### src/rtl/my_arith_pkg.sv
// Shared definitions for the serial arithmetic blocks: FSM encoding,
// operation mode constants, debug view and a parameter sanity check.
package my_arith_pkg;

  typedef enum logic [1:0] {
    IDLE = 2'd0,
    RUN  = 2'd1,
    DONE = 2'd2
  } state_t;

  localparam logic OP_ADD = 1'b0;
  localparam logic OP_SUB = 1'b1;

  // Debug view of the sequencer, exported so checkers can bind to it.
  typedef struct packed {
    state_t state;
    logic   sub;
  } dbg_t;

  // True when DIGIT is a legal slice width for WIDTH.
  function automatic bit width_ok(input int width, input int digit);
    return (digit >= 1) && (digit <= width) && ((width % digit) == 0);
  endfunction

endpackage

### src/rtl/my_add_digit.sv
// One-bit full adder cell and the DIGIT-wide ripple adder built from it.
// The ripple adder is purely combinational; the caller registers the carry.
module my_fulladder (
  input  logic a,
  input  logic b,
  input  logic cin,
  output logic sum,
  output logic cout
);

  // Classic sum/majority equations.
  always_comb begin
    sum  = a ^ b ^ cin;
    cout = (a & b) | (a & cin) | (b & cin);
  end

endmodule

module my_add_digit #(
  parameter int DIGIT = 4
) (
  input  logic [DIGIT-1:0] a,
  input  logic [DIGIT-1:0] b,
  input  logic             cin,
  output logic [DIGIT-1:0] sum,
  output logic             cout,
  output logic             carry_into_msb
);

  logic [DIGIT:0] c;

  assign c[0] = cin;

  for (genvar i = 0; i < DIGIT; i++) begin : g_fa
    my_fulladder u_fa (
      .a    (a[i]),
      .b    (b[i]),
      .cin  (c[i]),
      .sum  (sum[i]),
      .cout (c[i+1])
    );
  end

  assign cout           = c[DIGIT];
  assign carry_into_msb = c[DIGIT-1];

endmodule

### src/rtl/my_add_serial.sv
// Digit-serial adder/subtractor. Operands are latched on accept, then
// consumed DIGIT bits per cycle LSB-first with a registered carry. The
// finished result is held in separate output registers so a new operation
// never exposes partial sums.
//
// Handshake: a transfer happens on a rising edge where valid && ready are
// both high; valid must then stay asserted with stable payload until that
// edge, and ready may depend on state only (never combinationally on valid).
import my_arith_pkg::*;

module my_add_serial #(
  parameter int WIDTH = 16,
  parameter int DIGIT = 4
) (
  input  logic             clk,
  input  logic             reset,
  input  logic             in_valid,
  output logic             in_ready,
  input  logic [WIDTH-1:0] a,
  input  logic [WIDTH-1:0] b,
  input  logic             sub,
  input  logic             cin,
  output logic             out_valid,
  input  logic             out_ready,
  output logic [WIDTH-1:0] out,
  output logic             cout,
  output logic             overflow,
  output logic             zero,
  output dbg_t             dbg
);

  localparam int N  = WIDTH / DIGIT;
  localparam int CW = (N > 1) ? $clog2(N) : 1;

  if (!width_ok(WIDTH, DIGIT)) begin : g_bad_param
    $error("my_add_serial: WIDTH must be a positive multiple of DIGIT");
  end

  state_t           state;
  state_t           state_nx;
  logic [WIDTH-1:0] a_r;
  logic [WIDTH-1:0] b_r;
  logic [WIDTH-1:0] acc;
  logic [WIDTH-1:0] acc_nx;
  logic             carry_r;
  logic             sub_r;
  logic [CW-1:0]    cnt;
  logic             last;
  logic [DIGIT-1:0] sl_sum;
  logic             sl_cout;
  logic             sl_cmsb;

  // Operand registers shift right, so the active slice is always the low DIGIT bits.
  my_add_digit #(.DIGIT(DIGIT)) u_digit (
    .a              (a_r[DIGIT-1:0]),
    .b              (b_r[DIGIT-1:0]),
    .cin            (carry_r),
    .sum            (sl_sum),
    .cout           (sl_cout),
    .carry_into_msb (sl_cmsb)
  );

  assign last      = (cnt == CW'(N - 1));
  assign in_ready  = (state == IDLE);
  assign out_valid = (state == DONE);
  assign dbg.state = state;
  assign dbg.sub   = sub_r;

  // Result assembly: each new slice enters at the top and earlier slices move down.
  always_comb begin
    acc_nx = (acc >> DIGIT) | (WIDTH'(sl_sum) << (WIDTH - DIGIT));
  end

  // Next-state logic for the accept / run / hold sequence.
  always_comb begin
    state_nx = state;
    case (state)
      IDLE:    if (in_valid)  state_nx = RUN;
      RUN:     if (last)      state_nx = DONE;
      DONE:    if (out_ready) state_nx = IDLE;
      default: state_nx = IDLE;
    endcase
  end

  // State, datapath and result registers.
  always_ff @(posedge clk) begin
    if (reset) begin
      state    <= IDLE;
      a_r      <= '0;
      b_r      <= '0;
      acc      <= '0;
      carry_r  <= 1'b0;
      sub_r    <= 1'b0;
      cnt      <= '0;
      out      <= '0;
      cout     <= 1'b0;
      overflow <= 1'b0;
      zero     <= 1'b0;
    end else begin
      state <= state_nx;
      case (state)
        IDLE: begin
          if (in_valid) begin
            // Subtract is a + ~b + 1, with the borrow-in folded into the carry.
            a_r     <= a;
            b_r     <= (sub == OP_ADD) ? b : ~b;
            carry_r <= (sub == OP_SUB) ? ~cin : cin;
            sub_r   <= sub;
            cnt     <= '0;
          end
        end
        RUN: begin
          a_r     <= a_r >> DIGIT;
          b_r     <= b_r >> DIGIT;
          acc     <= acc_nx;
          carry_r <= sl_cout;
          cnt     <= cnt + CW'(1);
          if (last) begin
            out      <= acc_nx;
            cout     <= sl_cout;
            // Carry into the MSB differing from carry out of it is the same
            // condition as equal operand signs with a differing result sign.
            overflow <= sl_cout ^ sl_cmsb;
            zero     <= (acc_nx == '0);
          end
        end
        default: ;
      endcase
    end
  end

endmodule
### config.mk
export PLATFORM = sky130hd
export DESIGN_NAME = my_add_serial
export DESIGN_NICKNAME = d
export VERILOG_FILES = /design/src/rtl/my_arith_pkg.sv /design/src/rtl/my_add_digit.sv /design/src/rtl/my_add_serial.sv
export SDC_FILE = /design/constraint.sdc
export NUM_CORES = 1
export LEC_CHECK = 0
export ABC_AREA = 1
export BUFFER_PORTS_ARGS = -buffer_cell sky130_fd_sc_hd__clkbuf_2
export CORE_MARGIN = 2
export CORE_UTILIZATION = 28
export DETAILED_ROUTE_END_ITERATION = 10
export GPL_TIMING_DRIVEN = 0
export PLACE_DENSITY = 0.53
export SETUP_SLACK_MARGIN = 0.05
export SYNTH_ARGS = -nofsm -noshare
export SYNTH_HDL_FRONTEND = slang
export SYNTH_SLANG_ARGS = --single-unit
### constraint.sdc
create_clock -name clk -period 2.75 [get_ports clk]
set_input_delay 0.55 -clock clk [delete_from_list [all_inputs] [get_ports clk]]
set_output_delay 0.55 -clock clk [all_outputs]
set_load 0.005 [all_outputs]
==> results.md <==
* Outcome: complete, no violations
* Most common cell after layout, fill and taps aside: nand2_1
* Slew Limit Fails at 0
* Slew of the pin with the lowest slew margin at 0.640 ns
* Most frequent cells in the layout: nand2_1 (119), dfxtp_1 (69), nor2_1 (62), clkbuf_2 (60)
* Area Growth Syn to Fin at 21.8%
* CTS Buf Count at 9
* Final Hold Violating Endpoints at 0
* Starting density of the core at 28.6%
* Initial drt markers at 125
* Initial antenna violation count at 0
* Clock Latency Late Sink at 0.34 ns
* Die X at 109 um
* Max-cap viol count at 0
* Share of cells above drive strength 1 at between 10% and 20%
* Lkg Pwr at 1.84 nW
* Core Footprint at between 0.01 and 0.015 sq mm
* Clock Pin Slew Worst Setup and Hold Paths at approximately 0.07 ns
* Yosys warnings at 0
* # Post-CTS Setup Buffers at 0
* Final setup TNS at 0 ns
* CTS Buffer Depth at 2
* Post-route ant nets at 0
* Cell taking the most area after synthesis: dfxtp_1
* Post-Syn Area per Cell at roughly 7.3 sq um
* Buffers on Ports at 60
* Core Util, Final at 34.8%
* Antenna cell count at 0
* CTS resizes at 0
* Root Buffer: clkbuf_8
* Global-route wire length before repair at 12.6 mm
* F_max at slightly below 0.4 GHz
* Tcrit/Tclk final at 91.5%
* FP Rows at 38
* CTS H-tree depth at 3
* Drt pass-1 iters at 4
* Tot GR Track Use at 13.8%
* Hold buffer count at cts at 0
* Detailed Route WL at 7.45 mm
* Critical Path RT at 2.96 ns
* Power density over the cells at 601 mW/mm^2
* DRC at 0
* Largest net degree at the start of global routing at 11
* GRT overflow at 0
* Via count at 2722
* Synth cell types at 23
* Syn Std Cell Area at roughly 0.0031 sq mm
* Fillcell total at 1212
* Critical Path Sink Type: register
* Vias in the first global route at 2700
* GP Congestion at 0.734
* DP HPWL at 5.60 mm
* TritonCTS clock tree: done
* HP Class: primary input to register
* Die area at 0.0119 sq mm
* Synth top area share at 44.6%
* Syn Nets at 467
* Slew HR at 57.3%
* IO Pins at between 60 and 70
* Fin crit period at approximately 2.5 ns
* NumNets Final at 538
* Gate count of the mapped netlist at around 420
* Top post-synthesis cells by area: dfxtp_1 (45%), nand2_1 (14%), nor2_1 (7.5%)
* Setup violations, final at 0
* Critical path startpoint category: register
* Die Ht at 109 um
* Critical path arrival at 2.73 ns
* Vias per cell at 4.27
* Clock skew at 0.00925 ns
* Unrepaired setup endpoints after global routing: false
* CP Class: register to register
* Clk sinks at 69
* Post-synthesis sequential area ratio at about 45%
* CP max FO at 3
* Peak VDD IR at 0.265 mV
* Number of synthesized register bits at 69
* Drt wl/cell at between 10 and 15 um
[per-layer routing]
| metal | GRT usage (%) | vias to the layer above | wire [um] |
|---|---|---|---|
| met5 | 0 | - | 0 |
| met4 | 3.98 | 0 | 73 |
| met3 | 4.24 | 6 | 447 |
| met2 | 23.4 | 73 | 3430 |
| met1 | 16.9 | 1186 | 3500 |
| li1 | - | 1457 | - |
[synthesized netlist by cell type, drive strengths merged]
| cell type | number |
|---|---|
| xor2 | 18 |
| dfxtp | 69 |
| fa | 4 |
| nor2 | 64 |
| ha | 1 |
| inv | 35 |
| a21oi | 31 |
| clkbuf | 7 |
| buf | 18 |
| nand3 | 15 |
| nand2 | 120 |
| o21ai | 42 |
[kinds of logic (layout without fill, tap and decap cells)]
| group | after synthesis | count (layout) | share of synthesized area [%] |
|---|---|---|---|
| buffers and inverters | 60 | 134 | 9.81 |
| AND/OR/NAND/NOR | 199 | 199 | 25.5 |
| XOR/XNOR | 18 | 18 | 5.08 |
| adder cells (fa/ha/maj) | 5 | 5 | 2.99 |
| flip-flops | 69 | 69 | 44.6 |
| AO/OA/AOI/OAI | 73 | 73 | 12.0 |
[power by group]
group / switching, mW / internal (mW) / total [mW]
clock network: 0.361 / 0.484 / 0.845
registers: 0.0390 / 1.06 / 1.10
logic: 0.193 / 0.132 / 0.324
[through the flow]
| step | setup WS (ns) | total power, mW | hold WS [ns] | instances | instance area [sq um] |
|---|---|---|---|---|---|
| after global placement | 0.233 | 1.45 | 0.435 | 624 | 3580 |
| after floorplan | 0.384 | 1.34 | 0.425 | 424 | 3100 |
| final | 0.234 | 2.27 | 0.443 | 638 | 3770 |
| after detailed placement | 0.223 | 1.45 | 0.447 | 624 | 3580 |
| after CTS | 0.212 | 2.30 | 0.426 | 638 | 3770 |
| after global routing | 0.0627 | 2.39 | 0.437 | 638 | 3770 |
[worst max-delay path, cell delays in order (launching register included)]
cell and delay, ns:
dfxtp_1 0.30, inv_1 0.09, fa_1 0.17, inv_1 0.05
fa_1 0.45, fa_1 0.46, inv_1 0.08, fa_1 0.45
inv_1 0.08, nor2_1 0.04, nand2_1 0.06, nor2_1 0.04
nand3_1 0.07, a21oi_1 0.06
[layout make-up]
| class | count | area (sq um) | area share, % |
|---|---|---|---|
| Buffer | 25 | 173 | 4.57 |
| Clock inverter | 1 | 30.0 | 0.795 |
| Timing Repair Buffer | 60 | 300 | 7.95 |
| Multi-Input combinational cell | 295 | 1420 | 37.5 |
| Tap cell | 140 | 175 | 4.64 |
| Sequential cell | 69 | 1380 | 36.6 |
| Inverter | 35 | 131 | 3.48 |
| Clock buffer | 13 | 169 | 4.47 |
[path summary, 6_finish.rpt]
check        cells after the start                   end  slack (ns)            startpoint
max reg2reg                     13     zero$_SDFFE_PP0P_        0.23   a_r[0]$_SDFFE_PP0P_
min                              3  a_r[12]$_SDFFE_PP0P_        0.44                 a[12]
min reg2reg                      2  a_r[10]$_SDFFE_PP0P_        0.45  a_r[10]$_SDFFE_PP0P_
max                             13     zero$_SDFFE_PP0P_        0.23   a_r[0]$_SDFFE_PP0P_
[flip-flops by register name, indices dropped and copies added (netlist names), 2 cells and up]
name / count
a_r: 16
out: 16
b_r: 16
acc: 12
cnt: 2
state: 2
No activity file was read; power rests on OpenSTA's default activity.
